`config.mk`:
```
export PLATFORM = sky130hd
export DESIGN_NAME = queue_writer_module
export DESIGN_NICKNAME = d
export VERILOG_FILES = /design/src/rtl/queue_writer_module.sv
export SDC_FILE = /design/constraint.sdc
export NUM_CORES = 1
export LEC_CHECK = 0
export BUFFER_PORTS_ARGS = -buffer_cell sky130_fd_sc_hd__buf_2
export CAP_MARGIN = 5
export CORE_AREA = 2 2 108 84
export DETAILED_ROUTE_END_ITERATION = 12
export DIE_AREA = 0 0 110 86
export PLACE_DENSITY_LB_ADDON = 0.1
export RECOVER_POWER = 100
export REMOVE_ABC_BUFFERS = 1
export SLEW_MARGIN = 10
export SYNTH_ARGS = -nofsm -noshare
export SYNTH_HDL_FRONTEND = slang
export SYNTH_SLANG_ARGS = --single-unit
```
`constraint.sdc`:
```
create_clock -name clk -period 7.9 [get_ports clk]
set_input_delay 0 -clock clk [delete_from_list [all_inputs] [get_ports clk]]
set_output_delay 0 -clock clk [all_outputs]
set_load 0.05 [all_outputs]
```
`src/rtl/queue_writer_module.sv`:
```
`default_nettype none
// ============================================================================
// Module   : queue_writer_module
// Purpose  : Write-side end of a KPN FIFO channel. Tokens from a producer are
//            staged in a small ring buffer and drained into a downstream
//            queue_module write port at up to one word per cycle. The write
//            stalls while the queue reports full. A one-cycle eos request
//            drains all staged tokens, writes one EOS_TOKEN marker word, and
//            then parks the block until reset.
// Ports    : clk            rising-edge clock
//            rst_n          synchronous active-low reset
//            in_valid       producer offers in_data this cycle
//            in_data        producer token
//            in_ready       staging can accept (transfer on valid && ready)
//            eos            one-cycle end-of-stream request
//            full           downstream queue full flag
//            wr             registered write strobe to the queue
//            output_1       registered write data, valid when wr=1
//            done           EOS marker written, block idle until reset
//            tokens_written data words written, saturating (optional)
// Options  : QUEUE_WRITER_COUNT_EN - adds the tokens_written counter output
//            and a per-write $display trace.
// Revision : 1.0 - initial release
// ============================================================================
module queue_writer_module #(
  parameter int                     BITS_NUMBER    = 16,
  parameter int                     STAGE_ELEMENTS = 2,
  parameter logic [BITS_NUMBER-1:0] EOS_TOKEN      = 16'hFFFF
) (
  input  logic                   clk,
  input  logic                   rst_n,
  input  logic                   in_valid,
  input  logic [BITS_NUMBER-1:0] in_data,
  output logic                   in_ready,
  input  logic                   eos,
  input  logic                   full,
  output logic                   wr,
  output logic [BITS_NUMBER-1:0] output_1,
  output logic                   done
`ifdef QUEUE_WRITER_COUNT_EN
  ,
  output logic [15:0]            tokens_written
`endif
);

  localparam int unsigned             c_depth     = 1 << STAGE_ELEMENTS;
  localparam logic [STAGE_ELEMENTS:0] c_depth_cnt = c_depth[STAGE_ELEMENTS:0];

  typedef enum logic [2:0] {
    ST_IDLE    = 3'd0,
    ST_WRITE   = 3'd1,
    ST_BLOCKED = 3'd2,
    ST_FLUSH   = 3'd3,
    ST_DONE    = 3'd4
  } state_t;

  state_t r_state;
  state_t w_state_next;

  // Staging ring
  logic [BITS_NUMBER-1:0]    r_mem [c_depth];
  logic [STAGE_ELEMENTS-1:0] r_wr_ptr;
  logic [STAGE_ELEMENTS-1:0] r_rd_ptr;
  logic [STAGE_ELEMENTS:0]   r_count;
  logic [STAGE_ELEMENTS:0]   w_count_next;

  logic                      r_eos_pending;
  logic                      r_wr;
  logic [BITS_NUMBER-1:0]    r_data;
  logic                      r_done;

  logic                      w_accepting_state;
  logic                      w_draining_state;
  logic                      w_in_ready;
  logic                      w_accept;
  logic                      w_drain;
  logic                      w_mark;
  logic                      w_eos_seen;

  // --------------------------------------------------------------------------
  // Handshake and write decisions
  // --------------------------------------------------------------------------
  assign w_accepting_state = (r_state == ST_IDLE) || (r_state == ST_WRITE) ||
                             (r_state == ST_BLOCKED);
  assign w_draining_state  = (r_state == ST_WRITE) || (r_state == ST_BLOCKED) ||
                             (r_state == ST_FLUSH);

  assign w_in_ready = (r_count < c_depth_cnt) && w_accepting_state;
  assign w_accept   = in_valid && w_in_ready;

  // BLOCKED drains as soon as full drops so the restart latency is one cycle.
  assign w_drain = w_draining_state && (r_count != '0) && !full;

  // The marker goes out only once the ring is empty, so it is always the
  // last word written and never overtakes a staged token.
  assign w_mark = (r_state == ST_FLUSH) && (r_count == '0) && !full;

  // An eos arriving this cycle is acted on at this edge; the token accepted
  // alongside it is already counted in w_count_next and drains in FLUSH.
  assign w_eos_seen = eos || r_eos_pending;

  assign w_count_next = r_count
                      + (STAGE_ELEMENTS+1)'(w_accept)
                      - (STAGE_ELEMENTS+1)'(w_drain);

  // --------------------------------------------------------------------------
  // State register
  // --------------------------------------------------------------------------
  always_ff @(posedge clk) begin
    if (!rst_n) begin
      r_state <= ST_IDLE;
    end else begin
      r_state <= w_state_next;
    end
  end

  // --------------------------------------------------------------------------
  // Next-state logic
  // --------------------------------------------------------------------------
  always_comb begin
    w_state_next = r_state;
    case (r_state)
      ST_IDLE: begin
        if (w_eos_seen) begin
          w_state_next = ST_FLUSH;
        end else if (w_count_next != '0) begin
          w_state_next = ST_WRITE;
        end
      end
      ST_WRITE: begin
        if (w_eos_seen) begin
          w_state_next = ST_FLUSH;
        end else if (full) begin
          w_state_next = ST_BLOCKED;
        end else if (w_count_next == '0) begin
          w_state_next = ST_IDLE;
        end
      end
      ST_BLOCKED: begin
        if (w_eos_seen) begin
          w_state_next = ST_FLUSH;
        end else if (!full) begin
          w_state_next = (w_count_next == '0) ? ST_IDLE : ST_WRITE;
        end
      end
      ST_FLUSH: begin
        if (w_mark) begin
          w_state_next = ST_DONE;
        end
      end
      ST_DONE: begin
        w_state_next = ST_DONE;
      end
      default: begin
        w_state_next = ST_IDLE;
      end
    endcase
  end

  // --------------------------------------------------------------------------
  // Staging ring storage (contents are don't-care after reset; the pointers
  // and count being cleared is what discards staged data)
  // --------------------------------------------------------------------------
  always_ff @(posedge clk) begin
    if (rst_n && w_accept) begin
      r_mem[r_wr_ptr] <= in_data;
    end
  end

  always_ff @(posedge clk) begin
    if (!rst_n) begin
      r_wr_ptr <= '0;
      r_rd_ptr <= '0;
      r_count  <= '0;
    end else begin
      if (w_accept) begin
        r_wr_ptr <= r_wr_ptr + STAGE_ELEMENTS'(1);
      end
      if (w_drain) begin
        r_rd_ptr <= r_rd_ptr + STAGE_ELEMENTS'(1);
      end
      r_count <= w_count_next;
    end
  end

  // eos is only latched while the stream is still open; once flushing has
  // started, further eos pulses have nothing to add.
  always_ff @(posedge clk) begin
    if (!rst_n) begin
      r_eos_pending <= 1'b0;
    end else if (eos && w_accepting_state) begin
      r_eos_pending <= 1'b1;
    end
  end

  // --------------------------------------------------------------------------
  // Registered write port; data holds its last value while wr is low
  // --------------------------------------------------------------------------
  always_ff @(posedge clk) begin
    if (!rst_n) begin
      r_wr   <= 1'b0;
      r_data <= '0;
      r_done <= 1'b0;
    end else begin
      r_wr <= w_drain || w_mark;
      if (w_drain) begin
        r_data <= r_mem[r_rd_ptr];
      end else if (w_mark) begin
        r_data <= EOS_TOKEN;
      end
      // done rises the cycle after the marker strobe, so wr and done are
      // never high together.
      r_done <= (r_state == ST_DONE);
    end
  end

  assign in_ready = w_in_ready;
  assign wr       = r_wr;
  assign output_1 = r_data;
  assign done     = r_done;

`ifdef QUEUE_WRITER_COUNT_EN
  // --------------------------------------------------------------------------
  // Data-word counter (marker excluded), saturating at all-ones
  // --------------------------------------------------------------------------
  logic [15:0] r_tokens_written;

  always_ff @(posedge clk) begin
    if (!rst_n) begin
      r_tokens_written <= '0;
    end else if (w_drain && (r_tokens_written != 16'hFFFF)) begin
      r_tokens_written <= r_tokens_written + 16'd1;
    end
  end

  always_ff @(posedge clk) begin
    if (rst_n && w_drain) begin
      $display("Escribe el siguiente dato: %d", r_mem[r_rd_ptr]);
    end else if (rst_n && w_mark) begin
      $display("Escribe el siguiente dato: %d", EOS_TOKEN);
    end
  end

  assign tokens_written = r_tokens_written;
`endif

endmodule
`default_nettype wire

```
==> results_dict.tcl <==
set metrics [dict create \
    outcome "finished, violations left" \
    violations "max-capacitance violations, max-slew violations" \
    hold_viol_final 0 \
    num_antenna_cells 0 \
    end_kind "flop" \
    setup_viol 0 \
    grtUsageMet1_pct 20.38 \
    r2r_cells 12 \
    syn_area_per_cell_um2 18.07 \
    wire_per_inst_um 17.90 \
    synth_compound_area_share_pct 8.342 \
    regToRegStartpoint "r_count[1]$_SDFF_PN0_" \
    pwr-share-comb_pct 28.9 \
    tightest_slew_ns 2.515 \
    via_per_inst 5.212 \
    dp.cells 339 \
    syn_inst 205 \
    synth-xor-area-share_pct 1.452 \
    final_cell_count_no_fill 373 \
    timing.rr.end "r_state[0]$_SDFFE_PN0P_" \
    design_area_um2 4269 \
    ys_seq_elements 95 \
    gp_congestion 0.8191 \
    cts_max_path_buffers 2 \
    pwr-share-seq_pct 47.1 \
    multi_input_area_um2 1016 \
    synth_simple_gate_area_share_pct 4.829 \
    cts_buffers 9 \
    grt_max_degree 29 \
    cts_tree "built" \
    grt.met2_usage_pct 24.26 \
    drive_above_1_share_pct 13.96 \
    fin_worst_skew_ns 0.01124 \
    fin_crit_sh_pct 45.31 \
    insertion_delay_ns 0.36 \
    placed_cell_area_um2 3948 \
    final_common_cell "edfxtp_1" \
    cp-endpoint "r_state[0]$_SDFFE_PN0P_" \
    rsz0062_at_grt "false" \
    ys_seq_area_share_pct 68.63 \
    num_rows 29 \
    layout.nets 288 \
    vias 1944 \
    synth_edf_count 64 \
    power.density_nw_per_um2 333.6 \
    r2r_slack_ns 4.32 \
    hp-class "in2reg" \
    grt_pass1_vias 1941 \
    grt_remaining_overflow 0 \
    fmax_mhz 279.4 \
    fp.coreArea_um2 8309 \
    grt_busiest_layer "met2" \
    grt_use_met3_pct 5.699 \
    p_sw_mw 0.4812 \
    ys.flop_type "edfxtp_1" \
    regArea_um2 2542 \
    final_max_slew_viol_count 18 \
    dieArea_um2 9460 \
    finalWirelength_um 6678 \
    whs_ns 0.1493 \
    cts_num_sinks 95 \
    first_iter_violations 62 \
    clkPwrFrac_pct 24.1 \
    synth.cell_area_um2 3705 \
    grt_first_pass_wirelength_um 10450 \
    drv_cap 1 \
    irDropWorstVdd_mv 0.1698 \
    synthArstFlopShare_pct 0 \
    yosysUniqueCellTypes 40 \
    final_cell_mix "edfxtp_1, clkbuf_1, dfxtp_1" \
    worst-setup-path-type "reg2reg" \
    io_buffers 39 \
    dpl.hpwl_um 3896 \
    synthAdderAreaFrac_pct 2.567 \
    relSlewSlack_pct -69.20 \
    start_util_pct 44.59 \
    die_y_um 86 \
    internal-power_mw 0.9429 \
    required_ns 8.19 \
    startpoint "r_count[1]$_SDFF_PN0_" \
    crit_path_start_kind "flop" \
    ios 40 \
    cts_resized 0 \
    dr.pass1.iters 4 \
    period_minus_slack_ns 3.579 \
    synth_top_family_by_area "multiplexers" \
    cp_data_arrival_time_ns 3.87 \
    grt_antenna_before_repair 0 \
    p_sw_share_pct 33.79 \
    antenna_left 0 \
    drc 0 \
    clk_pin_slew_ns 0.09 \
    area_growth_pct 15.23 \
    htree_levels 3 \
    gr-usage-all-layers_pct 15.57 \
    leakagePower_nw 1.453 \
    synth_warnings 0 \
    finalSetupTns_ns 0 \
    synthMuxAreaShare_pct 11.01 \
    worstPathMaxFanout 18 \
    fillerInstances 703 \
    root_buffer "clkbuf_8" \
    die_w_um 110 \
]
## cells by family after synthesis
group / count (synthesis)
flip-flops: 95
buffers and inverters: 21
adder cells (fa/ha/maj): 7
XOR/XNOR: 4
AND/OR/NAND/NOR: 30
AO/OA/AOI/OAI: 31
multiplexers: 17
## final cells by class
| type | instances | share of cell area (%) |
|---|---|---|
| tap | 108 | 3.165 |
| multi-input combinational | 89 | 23.80 |
| timing repair buffer | 57 | 7.767 |
| clock inverter | 5 | 1.934 |
| clock buffer | 11 | 3.077 |
| inverter | 8 | 0.7034 |
| sequential | 95 | 59.55 |
## flip-flops by register name (all words and copies together) (netlist names), named ones only
| name | flops |
|---|---|
| r_wr_ptr | 2 |
| done | 1 |
| r_mem | 64 |
| r_rd_ptr | 2 |
| r_eos_pending | 1 |
| r_count | 3 |
| wr | 1 |
| r_state | 3 |
| output_1 | 16 |
## cells in the mapped netlist (2+ instances only)
cell / number / area share, %
nand2_1: 5 / 0.51
and3_1: 6 / 1.0
ha_1: 6 / 2.0
o221a_1: 9 / 2.7
dfxtp_1: 31 / 17
mux4_1: 10 / 7.1
clkbuf_1: 4 / 0.41
a21oi_1: 4 / 0.54
inv_1: 8 / 0.81
buf_6: 4 / 1.2
nor2_1: 8 / 0.81
o21ai_0: 2 / 0.27
and2_1: 3 / 0.51
edfxtp_1: 64 / 52
buf_2: 4 / 0.54
xor2_1: 2 / 0.47
mux4_2: 6 / 3.6
o221a_2: 7 / 2.1
## through the flow
step,total power [mW],worst slack (ns),utilization [%]
6_report,1.424,4.321,51.38
5_1_grt,1.505,3.995,51.38
4_1_cts,1.465,4.825,52.25
3_5_place_dp,1.118,4.842,47.51
3_3_place_gp,1.114,4.875,47.51
2_1_floorplan,1.008,4.094,-
## how the worst min path moves through the flow
stage / startpoint / to / slack [ns] / depth (start not counted)
floorplan: in_data[0] / r_mem[0][0]$_DFFE_PP_ / 0.1 / 0
global placement: in_data[11] / r_mem[0][11]$_DFFE_PP_ / 0.22 / 1
detailed placement: in_data[0] / r_mem[2][0]$_DFFE_PP_ / 0.22 / 1
CTS: in_valid / r_wr_ptr[1]$_SDFFE_PN0P_ / 0.11 / 4
global route: rst_n / output_1[6]$_SDFFE_PN0P_ / 0.16 / 2
finish: rst_n / output_1[6]$_SDFFE_PN0P_ / 0.15 / 2
## what timing repair did
action / 4_1_cts / 5_1_grt
hold endpoints to repair: 66 / 0
setup buffers: 0 / 0
hold buffers: 18 / 0
## power by group through the flow
stage | logic [mW] | clock network [mW] | registers, mW
3_3_place_gp | 0.433 | 0 | 0.681
6_report | 0.411 | 0.343 | 0.670
5_1_grt | 0.452 | 0.371 | 0.682
4_1_cts | 0.443 | 0.351 | 0.671
3_5_place_dp | 0.435 | 0 | 0.682
2_1_floorplan | 0.242 | 0 | 0.766
## metal layers
| metal | vias up | wire, µm |
|---|---|---|
| met5 | - | 0 |
| met4 | 0 | 84 |
| met3 | 8 | 331 |
| met2 | 42 | 3161 |
| met1 | 968 | 3101 |
| li1 | 926 | - |
## critical path, cell delays in order (launching register included)
cell	delay, ns
dfxtp_1	0.34
or3_1	0.49
nand3b_1	0.67
inv_1	0.10
ha_1	0.29
inv_1	0.05
ha_1	0.12
inv_1	0.04
fa_1	0.36
xor3_4	0.31
nor3b_1	0.33
o32a_2	0.23
mux2i_1	0.16
No activity file was read; power rests on OpenSTA's default activity.
